### src/rtl/elink_pkg.sv
// Shared elink definitions: emesh packet layout, command-byte fields and receive FSM states.
package elink_pkg;

    localparam int PW           = 104;
    localparam int ADDR_W       = 32;

    localparam int WRITE_LSB    = 0;
    localparam int DATAMODE_LSB = 1;
    localparam int DATAMODE_W   = 2;
    localparam int CTRLMODE_LSB = 3;
    localparam int CTRLMODE_W   = 4;
    localparam int DSTADDR_LSB  = 7;
    localparam int DATA_LSB     = 39;
    localparam int SRCADDR_LSB  = 71;

    // Command byte: [7]=write, [6:5]=datamode, [4:1]=ctrlmode, [0]=burst
    localparam int CMD_WRITE_BIT    = 7;
    localparam int CMD_DATAMODE_LSB = 5;
    localparam int CMD_CTRLMODE_LSB = 1;
    localparam int CMD_BURST_BIT    = 0;

    typedef enum logic [1:0] {
        ST_IDLE = 2'd0,
        ST_ADDR = 2'd1,
        ST_DATA = 2'd2,
        ST_SRC  = 2'd3
    } rx_state_e;

    function automatic logic [ADDR_W-1:0] burst_stride(input logic [DATAMODE_W-1:0] datamode);
        return ADDR_W'(1) << datamode;
    endfunction

endpackage

### src/rtl/elink_rx_fifo.sv
// First-word-fall-through synchronous FIFO; pointers carry a wrap bit so count needs no extra state.
module elink_rx_fifo #(
    parameter int W     = 104,
    parameter int DEPTH = 4
) (
    input  logic                     clk,
    input  logic                     resetb,
    input  logic                     wr_en,
    input  logic [W-1:0]             wr_data,
    input  logic                     rd_en,
    output logic [W-1:0]             rd_data,
    output logic [$clog2(DEPTH):0]   count,
    output logic                     full,
    output logic                     empty
);
    localparam int AW = $clog2(DEPTH);

    logic [AW:0]  wr_ptr, rd_ptr;
    logic [W-1:0] mem [DEPTH];
    logic         do_wr, do_rd;

    assign count   = wr_ptr - rd_ptr;
    assign empty   = (count == '0);
    assign full    = (count == (AW+1)'(DEPTH));
    assign do_rd   = rd_en & ~empty;
    // A pop in the same cycle frees the slot, so a push into a full FIFO still lands.
    assign do_wr   = wr_en & (~full | do_rd);
    assign rd_data = mem[rd_ptr[AW-1:0]];

    always_ff @(posedge clk or negedge resetb) begin
        if (!resetb) begin
            wr_ptr <= '0;
            rd_ptr <= '0;
        end else begin
            if (do_wr) wr_ptr <= wr_ptr + 1'b1;
            if (do_rd) rd_ptr <= rd_ptr + 1'b1;
        end
    end

    always_ff @(posedge clk) begin
        if (do_wr) mem[wr_ptr[AW-1:0]] <= wr_data;
    end

endmodule

### src/rtl/elink_rx_deframer.sv
// elink receive deframer: rebuilds emesh write packets from the framed byte stream
// and queues them for the rxwr consumer, with backpressure to the far-end transmitter.
module elink_rx_deframer #(
    parameter int PW          = elink_pkg::PW,
    parameter int DEPTH       = 4,
    parameter int WAIT_MARGIN = 2
) (
    input  logic          clk,
    input  logic          resetb,
    input  logic          rxi_frame,
    input  logic [7:0]    rxi_data,
    output logic          rxo_wr_wait,
    output logic          rxwr_access,
    output logic [PW-1:0] rxwr_packet,
    input  logic          rxwr_wait,
    output logic          rx_err_abort,
    output logic          rx_err_ovf
);
    import elink_pkg::*;

    localparam int CW = $clog2(DEPTH) + 1;

    rx_state_e               state, state_next;
    logic [1:0]              byte_cnt, byte_cnt_next;
    logic                    latch_cmd, shift_en, beat_done, abort;
    logic                    beat_open;

    logic                    write_q, burst_q;
    logic [DATAMODE_W-1:0]   datamode_q;
    logic [CTRLMODE_W-1:0]   ctrlmode_q;
    logic [ADDR_W-1:0]       dstaddr_q, data_q, srcaddr_q, srcaddr_full;
    logic [PW-1:0]           pkt_next, pkt_q;
    logic                    push_q;

    logic [PW-1:0]           fifo_head;
    logic [CW-1:0]           fifo_count, count_next;
    logic                    fifo_full, fifo_empty, pop, push_ok;

    always_ff @(posedge clk or negedge resetb) begin
        if (!resetb) begin
            state    <= ST_IDLE;
            byte_cnt <= 2'd0;
        end else begin
            state    <= state_next;
            byte_cnt <= byte_cnt_next;
        end
    end

    always_comb begin
        state_next    = state;
        byte_cnt_next = byte_cnt;
        latch_cmd     = 1'b0;
        shift_en      = 1'b0;
        beat_done     = 1'b0;
        abort         = 1'b0;
        if (state == ST_IDLE) begin
            if (rxi_frame) begin
                latch_cmd     = 1'b1;
                byte_cnt_next = 2'd0;
                state_next    = ST_ADDR;
            end
        end else if (rxi_frame) begin
            shift_en      = 1'b1;
            byte_cnt_next = byte_cnt + 2'd1;
            if (byte_cnt == 2'd3) begin
                case (state)
                    ST_ADDR: state_next = ST_DATA;
                    ST_DATA: state_next = ST_SRC;
                    default: begin
                        beat_done  = 1'b1;
                        state_next = burst_q ? ST_DATA : ST_IDLE;
                    end
                endcase
            end
        end else begin
            // Frame ending between burst beats is a normal end of transaction.
            state_next    = ST_IDLE;
            byte_cnt_next = 2'd0;
            abort         = !(state == ST_DATA && byte_cnt == 2'd0 && beat_open);
        end
    end

    assign srcaddr_full = {srcaddr_q[ADDR_W-9:0], rxi_data};

    always_comb begin
        pkt_next = '0;
        pkt_next[WRITE_LSB]                     = write_q;
        pkt_next[DATAMODE_LSB +: DATAMODE_W]    = datamode_q;
        pkt_next[CTRLMODE_LSB +: CTRLMODE_W]    = ctrlmode_q;
        pkt_next[DSTADDR_LSB +: ADDR_W]         = dstaddr_q;
        pkt_next[DATA_LSB +: ADDR_W]            = data_q;
        pkt_next[SRCADDR_LSB +: ADDR_W]         = srcaddr_full;
    end

    always_ff @(posedge clk or negedge resetb) begin
        if (!resetb) begin
            write_q    <= 1'b0;
            burst_q    <= 1'b0;
            datamode_q <= '0;
            ctrlmode_q <= '0;
            dstaddr_q  <= '0;
            data_q     <= '0;
            srcaddr_q  <= '0;
            pkt_q      <= '0;
            push_q     <= 1'b0;
            beat_open  <= 1'b0;
        end else begin
            push_q <= beat_done;
            if (latch_cmd) begin
                write_q    <= rxi_data[CMD_WRITE_BIT];
                datamode_q <= rxi_data[CMD_DATAMODE_LSB +: DATAMODE_W];
                ctrlmode_q <= rxi_data[CMD_CTRLMODE_LSB +: CTRLMODE_W];
                burst_q    <= rxi_data[CMD_BURST_BIT];
                beat_open  <= 1'b0;
            end
            if (shift_en) begin
                case (state)
                    ST_ADDR: dstaddr_q <= {dstaddr_q[ADDR_W-9:0], rxi_data};
                    ST_DATA: data_q    <= {data_q[ADDR_W-9:0], rxi_data};
                    ST_SRC:  srcaddr_q <= srcaddr_full;
                    default: ;
                endcase
            end
            if (beat_done) begin
                pkt_q     <= pkt_next;
                beat_open <= 1'b1;
                if (burst_q) dstaddr_q <= dstaddr_q + burst_stride(datamode_q);
            end
        end
    end

    elink_rx_fifo #(
        .W     (PW),
        .DEPTH (DEPTH)
    ) u_fifo (
        .clk     (clk),
        .resetb  (resetb),
        .wr_en   (push_q),
        .wr_data (pkt_q),
        .rd_en   (pop),
        .rd_data (fifo_head),
        .count   (fifo_count),
        .full    (fifo_full),
        .empty   (fifo_empty)
    );

    // rxwr_access is valid; a packet transfers in any cycle with rxwr_access=1 and
    // rxwr_wait=0, and the head entry stays stable on rxwr_packet until it does.
    assign rxwr_access = ~fifo_empty;
    assign rxwr_packet = fifo_empty ? '0 : fifo_head;
    assign pop         = rxwr_access & ~rxwr_wait;
    assign push_ok     = push_q & (~fifo_full | pop);
    assign count_next  = fifo_count + CW'(push_ok) - CW'(pop);

    always_ff @(posedge clk or negedge resetb) begin
        if (!resetb) begin
            rxo_wr_wait  <= 1'b0;
            rx_err_abort <= 1'b0;
            rx_err_ovf   <= 1'b0;
        end else begin
            rxo_wr_wait  <= ((DEPTH - int'(count_next)) <= WAIT_MARGIN);
            rx_err_abort <= abort;
            rx_err_ovf   <= push_q & fifo_full & ~pop;
        end
    end

endmodule

### config.mk
export PLATFORM = sky130hd
export DESIGN_NAME = elink_rx_deframer
export DESIGN_NICKNAME = d
export VERILOG_FILES = /design/src/rtl/elink_pkg.sv /design/src/rtl/elink_rx_fifo.sv /design/src/rtl/elink_rx_deframer.sv
export SDC_FILE = /design/constraint.sdc
export NUM_CORES = 1
export LEC_CHECK = 0
export ABC_AREA = 0
export BUFFER_PORTS_ARGS = -buffer_cell sky130_fd_sc_hd__buf_2
export CORE_ASPECT_RATIO = 0.7
export CORE_MARGIN = 5
export CORE_UTILIZATION = 27
export DETAILED_ROUTE_END_ITERATION = 10
export SLEW_MARGIN = 40
export SYNTH_ARGS = -nofsm -noshare
export SYNTH_HDL_FRONTEND = slang
export SYNTH_HIERARCHICAL = 1
export SYNTH_SLANG_ARGS = --single-unit
### constraint.sdc
create_clock -name clk -period 19.3 [get_ports clk]
set_input_delay 2.895 -clock clk [delete_from_list [all_inputs] [get_ports clk]]
set_output_delay 2.895 -clock clk [all_outputs]
set_load 0.01 [all_outputs]
# Word level (Yosys, flattened, before mapping)
# Memory sizes are Yosys's and may differ from the RTL's.
# Index checks and enable logic that the tools add are counted.
[word_totals] memories=1 wordCells=85 ramBits=412 regBits=214
[op_classes] bitwise=12 magnitude_cmp=1 n_mux=27 shifts=1 n_addsub=8 reduce_logical=11 eq_ne=7
[memory_table] name="u_fifo.mem" words=4 width=103 rd=1 rd_clocked_by_memory_dff=0 wr=1 line_no="elink_rx_fifo.sv:19" source="logic [W-1:0] mem [DEPTH];"
[ops] operator="32-bit 2-to-1 mux" n=4
[ops] operator="104-bit 2-to-1 mux" n=1
[ops] operator="32-bit adder" n=1
[ops] operator="1-bit by 2-bit left shift with 32-bit output, first input constant" n=1
[ops] operator="2-bit 2-to-1 mux" n=8
[ops] operator="1-bit 2-to-1 mux" n=13
[ops] operator="3-bit by 1-bit adder with 3-bit output, second input constant" n=2
[ops] operator="1-bit AND" n=6
[ops] operator="2-bit equality test, second input constant" n=3
[ops] operator="2-bit AND reduction" n=3
[ops] operator="4-bit by 3-bit <= comparator with 1-bit output, second input constant" n=1
[ops] operator="2-bit logical NOT" n=2
[ops] operator="1-bit NOT" n=4
[ops] operator="2-bit case mux with 2 select lines" n=1
[ops] operator="3-bit by 3-bit subtractor with 4-bit output, first input constant" n=1
[ops] operator="3-bit by 1-bit adder with 3-bit output" n=1
[ops] operator="3-bit equality test, second input constant" n=1
[ops] operator="3-bit logical NOT" n=1
[ops] operator="3-bit by 1-bit != test with 1-bit output, second input constant" n=1
[ops] operator="3-bit by 1-bit subtractor with 3-bit output" n=1
[ops] operator="3-bit subtractor" n=1
[ops] operator="2-bit by 1-bit adder with 2-bit output, second input constant" n=1
[ops] operator="2-bit by 1-bit equality test with 1-bit output, second input constant" n=1
[ops] operator="1-bit logical AND" n=2
[ops] operator="5 further kinds" n=6

# Logic depth before layout (Yosys ltp)
# Gate-level depths: netlist (run 1).
[logic_depth] ltp_word=10 ltp_mapped=17

# Modules after synthesis
# The synthesis (run 1) kept the hierarchy.
[modules_own_cells] mod="elink_rx_fifo" area_per_inst_um2=15453.6 n_inst=1 cells_per_inst=587
[modules_own_cells] mod="elink_rx_deframer" area_per_inst_um2=9571.7 n_inst=1 cells_per_inst=990

# Worst setup path before layout (run 1)
# No wires, ideal clock.
[synth_path] path_type="input port to flip-flop" from="in rxwr_wait" to="mem u_fifo/mem[3][0] (netlist name) (enable)" slack_ns=10.273 required_time_ns=18.698 t_arrival_ns=8.426 cell_stages=3 cell_sequence="nor2_1 and3b_1 a21oi_1"
[synth_via] elab_chain_len=7
[synth_lines] element="start: declaration" line_no="elink_rx_deframer.sv:15" source="input logic rxwr_wait,"
[synth_lines] element="1-bit NOT" line_no="elink_rx_deframer.sv:151" source="assign pop = rxwr_access & ~rxwr_wait;"
[synth_lines] element="1-bit AND" line_no="elink_rx_deframer.sv:151"
[synth_lines] element="1-bit AND" line_no="elink_rx_fifo.sv:25" source="assign do_rd = rd_en & ~empty;"
[synth_lines] element="1-bit bitwise OR" line_no="elink_rx_fifo.sv:27" source="assign do_wr = wr_en & (~full | do_rd);"
[synth_lines] element="1-bit AND" line_no="elink_rx_fifo.sv:27"
[synth_lines] element="1-bit 2-to-1 mux" line_no="elink_rx_fifo.sv:41" source="if (do_wr) mem[wr_ptr[AW-1:0]] <= wr_data;"
[synth_lines] element="1-bit 2-to-1 mux (implied by the code)" line_no="elink_rx_fifo.sv:41"
[synth_lines] element="end: declaration" line_no="elink_rx_fifo.sv:19"
# Every way passes these cells.

# Worst setup path after layout (run 1)
[layout_path] from="reg u_fifo.rd_ptr[0]" to="out rxwr_packet[26]"
[layout_via] elab_chain_len=3 elab_cells_between_ends=4 cone_classes="add/sub (1); mux (1); reduce/logical (1); memory (1)"
[layout_lines] element="start: declaration" line_no="elink_rx_fifo.sv:18" source="logic [AW:0] wr_ptr, rd_ptr;"
[layout_lines] element="start signal: assignment" line_no="elink_rx_fifo.sv:36" source="if (do_rd) rd_ptr <= rd_ptr + 1'b1;"
[layout_lines] element="3-bit subtractor" line_no="elink_rx_fifo.sv:22" source="assign count = wr_ptr - rd_ptr;"
[layout_lines] element="via fifo_count[2]" line_no="elink_rx_deframer.sv:36" source="logic [CW-1:0] fifo_count, count_next;"
[layout_lines] element="3-bit logical NOT" line_no="elink_rx_fifo.sv:23" source="assign empty = (count == '0);"
[layout_lines] element="via fifo_empty" line_no="elink_rx_deframer.sv:37" source="logic fifo_full, fifo_empty, pop, push_ok;"
[layout_lines] element="104-bit 2-to-1 mux" line_no="elink_rx_deframer.sv:150" source="assign rxwr_packet = fifo_empty ? '0 : fifo_head;"
[layout_lines] element="end: declaration" line_no="elink_rx_deframer.sv:14" source="output logic [PW-1:0] rxwr_packet,"
# The timed path passes the listed nets, and every way through them passes these cells.

==> out/results.txt, run 1 <==
Chip Width - 374 um
Gr ovfl total - 0
Worst Tran Pin Value - 0.786 ns
Crit. End Element - output port
Pwr/cell area - 143 mW/mm^2
Drt initial violations - 994
Clk slew on worst S/H paths - 0.07 ns
ANT nets after route - 0
Largest net degree at the start of global routing - 90
# port buffers - 119
H-tree levels - 2
Die area - 0.0990 mm^2
Clock Tree Root - clkbuf_16
GRT met1 Usage - 16.0%
CP delay by family, top - buffers and inverters
DP HPWL - 34.2 mm
Final wirelength - 56.7 mm
Clock sink count - 630
CP Max Fanout - 56
Max Clock Skew - 0.0392 ns
Post-synth top area share - 49.9%
RSZ-0062 raised after global routing - false
Status - finished clean
Vias in the first global route - 14178
WHS - 0.472 ns
CP Launch Point - u_fifo/rd_ptr[0]
Register bit total from synthesis - 630
Initial antenna violation count - 10
Max Fclk - 142 MHz
Core Area - 0.0919 mm^2
FF-to-FF Start - u_fifo/rd_ptr[0]
Ys Warns - 6
Final net count - 1726
Die Span Y - 265 um
CP max-delay cell - dfrtp_4
Syn_area_per_cell - 15.9 um^2
Final Cycle Share - 36.4%
Area Growth Syn to Fin - 16.0%
Area of the multi-input gates - 0.00676 mm^2
Post-Synthesis Cell Area - 0.0250 mm^2
FILL cells - 9054
Via count - 13331
Initial Util - 27.2%
Hold_sp - srcaddr_q[18]
Drt pass-1 iters - 4
Main area contributors after synthesis - edfxtp_1 (50%), dfrtp_1 (21%), mux4_2 (9.4%), nand2_1 (4.9%), mux2_2 (2.9%)
FP Rows - 93
RePlAce Congestion - 0.779
Setup Total Neg Slack - 0 ns
DR WL/cell - 19.1 um
Req. time, crit path - 16.41 ns
DRC - 0
Post-synth top area cell - edfxtp_1
Gr busiest metal - met2
EDFF count, synth - 416
Min-delay worst type - reg -> reg
Drt via density - 4.48
GRT Total Usage - 11.3%
Final setup violating endpoints - 0
Tmin final - 7.03 ns
Post-CTS Setup Repair Bufs - 0
Final hold viol count - 0
CTS tree - built
CP arrival - 4.13 ns
Leakage - 0.0111 uW
Slew Limit Fails - 0
Post-cts sizing count - 0
Ys async rst share - 34.0%
Num CTS Buffers - 55
Mapped Cells - 1577
Post-synthesis sequential area ratio - 71.3%
Clock latency on the worst-skew pair - 0.62 ns
Sequential Area - 0.0179 mm^2
Post-cts hold buffer count - 0
Clock Tree Buf Depth - 3
Grt met3 use - 2.29%
CP Cell Sequence - ha_1 > fa_1 > xor3_2 > nor2_4 > buf_4 > buf_4 > nor2b_1 > buf_2
First-pass GRT wire length - 87.7 mm
Max-cap violations - 0
Top FF cell, synth - edfxtp_1
CP max stage delay - 0.70 ns
Layout cells sized above 1 - 24.0%
Grt met2 use - 18.2%
Rel. slew slack - 47.6%
Buf/Inv on CP - 3
I/O pin total - 120
Peak VDD IR - 0.0756 mV
Post-synth cell types - 63
Critical path class - reg -> out
CP dominant cell by count - buf_4
Type of origin of the critical path - flip-flop
==> cell usage after synthesis (3+ instances only) <==
cell / number
edfxtp_1: 416
nand2_1: 329
dfrtp_1: 214
nor2b_1: 109
mux4_2: 104
mux2_2: 64
clkbuf_1: 53
nor2_1: 33
inv_1: 26
ha_1: 20
o21ai_0: 19
buf_2: 17
a21oi_1: 13
a211oi_1: 12
nand4_1: 11
and3_1: 10
a311oi_1: 9
nand3_1: 8
nor3_1: 8
xnor2_1: 8
mux2i_1: 7
and2_1: 6
buf_1: 6
buf_6: 6
a22oi_1: 5
and4_1: 5
a31oi_1: 4
o22ai_1: 4
xor2_1: 4
fa_1: 3
==> worst paths after layout <==
check / endpoint / slack, ns / cells after the start
worst max-delay path: rxwr_packet[26] / 12.27 / 8
worst min-delay path: pkt_q[97] / 0.47 / 2
worst max register to register: u_fifo/mem[2][26] / 14.26 / 10
worst min register to register: pkt_q[97] / 0.47 / 2
max in group asynchronous: pkt_q[28] / 15.30 / 3
min in group asynchronous: pkt_q[59] / 2.29 / 1
==> layout by cell type (no fill, tap or decap), types with 9 or more instances in the layout <==
cell	Yosys	final
a21oi_1	13	12
and3_1	10	10
buf_2	17	118
clkbuf_16	0	57
inv_1	26	25
nor2b_1	109	109
clkbuf_1	53	11
nand4_1	11	11
ha_1	20	20
clkinv_2	0	13
edfxtp_1	416	416
o21ai_0	19	18
dfrtp_1	214	212
mux2_2	64	64
nor2_1	33	31
nand2_1	329	327
a211oi_1	12	12
a311oi_1	9	9
mux4_2	104	104
==> metal layers <==
metal,vias up,routed length [um]
li1,5997,-
met3,70,3060
met2,293,26300
met4,2,973
met5,-,11
met1,6969,26400
==> worst register-to-register path, cell delays in order (launching register included) <==
cell and delay [ns]:
dfrtp_4 0.70, ha_1 0.31, fa_1 0.50, xor3_2 0.41
nor2_4 0.06, buf_4 0.31, nor2_1 0.37, and3b_1 0.32
a21boi_4 0.26, and2_4 0.62, buf_6 0.72
==> logic make-up (layout without fill, tap and decap cells) <==
logic type	Yosys count	after routing	synth area share, %
AOI/OAI and AO/OA	90	90	2.58
xor gates and xnor gates	13	13	0.520
adders and majority gates	23	23	1.24
buffers and inverters	110	268	1.93
DFF	630	630	71.3
muxes	177	177	12.6
other	1	5	0.0150
and+or+nand+nor	533	533	9.75
==> final cells by class <==
cell class                 instances  area share [%]
antenna                            1         0.00862
clock buffer                      75            5.39
clock inverter                    29            1.24
inverter                          26           0.345
multi-input combinational        840            23.3
sequential                       630            61.5
tap                             1235            5.32
timing repair buffer             138            2.93
==> through the flow <==
step	setup slack [ns]	total power, uW	instance area [um^2]	cells	utilization [%]
2_1_floorplan	10.27	2550	25000	1580	-
3_3_place_gp	12.89	3010	27000	2865	29.4
3_5_place_dp	12.77	3050	27000	2866	29.4
4_1_cts	12.10	4220	29000	2970	31.5
5_1_grt	11.87	4400	29000	2973	31.6
6_report	12.27	4140	29000	2974	31.6
==> power breakdown <==
part	total, uW	leakage [uW]	internal, uW	switching (uW)
clock network	1160	0.000949	665	494
logic	1250	0.00355	569	677
registers	1740	0.00665	1580	159
total	4140	0.0111	2810	1330
==> registers in the layout, indices dropped and copies added (netlist names), 3 cells and up <==
register       cells
data_q            32
u_fifo/rd_ptr      3
u_fifo/wr_ptr      3
pkt_q            103
srcaddr_q         24
dstaddr_q         32
ctrlmode_q         4
u_fifo/mem       416
Power figures use the tool's default switching activity.
==> run 2: changes to the inputs <==
==> constraint.sdc (replaced) <==
create_clock -name clk -period 7.3 [get_ports clk]
set_input_delay 1.095 -clock clk [delete_from_list [all_inputs] [get_ports clk]]
set_output_delay 1.095 -clock clk [all_outputs]
set_load 0.01 [all_outputs]
==> run 2 against run 1 <==
Compared with the run above: core utilization is 0.099 points lower; cell count hardly changed; global-route usage is 0.30 points higher; largest cell class unchanged.
==> out/results.txt, run 2 (same netlist as run 1, synthesis figures left out) <==
FP Rows - 93 (unchanged)
Die area - 0.0990 mm^2 (unchanged)
Grt met2 use - 18.3% (+0.18 points)
Max Fclk - 209 MHz
# port buffers - 119 (unchanged)
Type of origin of the critical path - flip-flop
Clock Tree Buf Depth - 3 (unchanged)
Drt initial violations - 1023 (+2.9%)
CP max-delay cell - dfrtp_4
Area Growth Syn to Fin - 15.7%
Reg2reg setup slack - 2.58 ns (-11.68 ns)
Layout cells sized above 1 - 23.5% (-0.49 points)
Clock Tree Root - clkbuf_16
Drt via density - 4.56 (+1.7%)
Clock latency on the worst-skew pair - 0.60 ns (-0.02 ns)
Setup Total Neg Slack - 0 ns (unchanged)
Slew Limit Fails - 0 (unchanged)
Buf/Inv on CP - 3 (unchanged)
Internal power - 7240 uW (+160%)
Die Span Y - 265 um (unchanged)
Clk pwr share - 26.5% (-1.5 points)
Most frequent cells in the layout - edfxtp_1 (416), nand2_1 (328), dfrtp_1 (212)
RePlAce Congestion - 0.799 (+2.6%)
Pwr/cell area - 372 mW/mm^2 (+160%)
Commonest non-fill, non-tap cell in the layout - edfxtp_1
Psw - 3510 uW (+160%)
Max Clock Skew - 0.0264 ns (-0.0128 ns)
Tmin final - 4.78 ns
DP HPWL - 36.6 mm (+7.1%)
CP arrival - 3.68 ns (-0.45 ns)
Via count - 13566 (+1.8%)
Pre-CTS setup slack - 2.42 ns (-10.35 ns)
CP max stage delay - 0.62 ns (-0.08 ns)
Initial Util - 27.2% (unchanged)
Largest register FFs - 416 (unchanged)
Clk slew on worst S/H paths - 0.07 ns (about the same)
Num CTS Buffers - 53 (-3.6%)
Ant. Diodes - 0 (-1)
CTS tree - built
H-tree levels - 2 (unchanged)
FILL cells - 8986 (-0.75%)
Post-CTS Setup Repair Bufs - 0 (unchanged)
Initial antenna violation count - 6 (-4)
Status - finished clean
GRT met1 Usage - 16.8% (+0.73 points)
Grt met3 use - 2.76% (+0.47 points)
Rel. slew slack - 45.8% (-1.8 points)
Final Cycle Share - 65.4%
DRC - 0 (unchanged)
Worst Reg2Reg Path Length in Cells - 16 (+6)
Gr busiest metal - met2
Final hold viol count - 0 (unchanged)
Critical path class - reg -> out
Combinational power share - 31.2% (+1.1 points)
I/O pin total - 120 (unchanged)
CP Cell Sequence - buf_12 > ha_1 > fa_1 > xor3_2 > nor2_4 > buf_4 > nor2b_1 > buf_2
RSZ-0062 raised after global routing - false
GRT Total Usage - 11.6% (+0.30 points)
Max-cap violations - 0 (unchanged)
Final Core Density - 31.5% (-0.099 points)
Largest net degree at the start of global routing - 105 (+17%)
Post-cts sizing count - 0 (unchanged)
ANT nets after route - 0 (unchanged)
Sequential Area - 0.0179 mm^2 (unchanged)
Chip Width - 374 um (unchanged)
FF-to-FF End - rxo_wr_wait
FF-to-FF Start - u_fifo/rd_ptr[0]
Min-delay worst type - in -> async
DR WL/cell - 19.6 um (+2.6%)
Switching part of the total - 32.7% (+0.56 points)
Vias in the first global route - 14085 (-0.66%)
Final net count - 1730 (+0.23%)
Post-cts hold buffer count - 0 (unchanged)
CP delay by family, top - buffers and inverters
Worst Tran Pin Value - 0.813 ns (+0.0263 ns)
First-pass GRT wire length - 89.6 mm (+2.2%)
Clock sink count - 630 (unchanged)
Leakage - 0.0111 uW (-0.55%)
Peak VDD IR - 0.203 mV (+170%)
Req. time, crit path - 6.20 ns (-10.21 ns)
Gr ovfl total - 0 (unchanged)
Final setup violating endpoints - 0 (unchanged)
Setup ws final - 2.52 ns (-9.75 ns)
Core Area - 0.0919 mm^2 (unchanged)
Drt pass-1 iters - 5 (+1)
Final wirelength - 58.2 mm (+2.6%)
Area of the multi-input gates - 0.00675 mm^2 (-0.15%)
CP Max Fanout - 69 (+23%)
Crit. End Element - output port
Seq pwr share - 42.3% (+0.3 points)
## run 2: changes by cell type in the layout (fill, tap and decap cells not counted), sizes merged
| cell | delta |
|---|---|
| clkinvlp | -1 |
| bufinv | -3 |
| clkbuf | -2 |
| buf | +7 |
| clkinv | +1 |
| diode | -1 |
## run 2: metrics by stage
step	hold slack, ns	std cells	instance area [um^2]	power, uW
floorplan	0.433	1580	25000	6730
finish	0.434	2975	28900	10800
CTS	0.421	2974	28900	11000
detailed placement	0.449	2874	27200	8090
global placement	0.444	2868	27000	8020
global route	0.435	2975	28900	11400
## run 2: how the worst max path moves through the flow
stage,start,endpoint,slack [ns],cells past startpoint
floorplan,u_fifo/wr_ptr[0],u_fifo/mem[3][0],1.69,9
global placement,u_fifo/rd_ptr[0],rxo_wr_wait,2.49,16
detailed placement,u_fifo/rd_ptr[0],rxo_wr_wait,2.42,15
CTS,u_fifo/rd_ptr[0],rxwr_packet[61],2.31,7
global route,u_fifo/rd_ptr[0],rxo_wr_wait,2.17,17
finish,u_fifo/rd_ptr[0],rxwr_packet[38],2.52,8
## run 2: layer usage
metal,routed length [um],vias to the layer above,share of wire [%]
met4,567,4,0.97
met2,27200,350,47
met3,3620,62,6.2
met1,26800,7119,46
met5,27,-,0.046
li1,-,6031,-
## run 2: power groups by stage
stage / registers, uW / clock network, uW / logic, uW
floorplan: 4430 / 0 / 2310
global placement: 4640 / 0 / 3380
detailed placement: 4670 / 0 / 3420
CTS: 4590 / 2920 / 3450
global route: 4610 / 3090 / 3720
finish: 4550 / 2850 / 3350
## run 2: layout make-up
type | instances | area share, %
flip-flops and latches | 630 | 61.7
multi-input cells | 840 | 23.3
well taps | 1235 | 5.34
clock buffers | 74 | 5.14
repair buffers | 144 | 3.32
clock inverters | 26 | 0.852
inverters | 26 | 0.346
## run 2: worst reg2reg max path: cells and delay by family, from the launching register on
kind	cells	cell delay, ns
buffers and inverters	4	0.94
and+or+nand+nor	3	0.43
DFF	1	0.62
adders and majority gates	6	1.87
xor gates and xnor gates	1	0.38
AOI/OAI and AO/OA	2	0.41
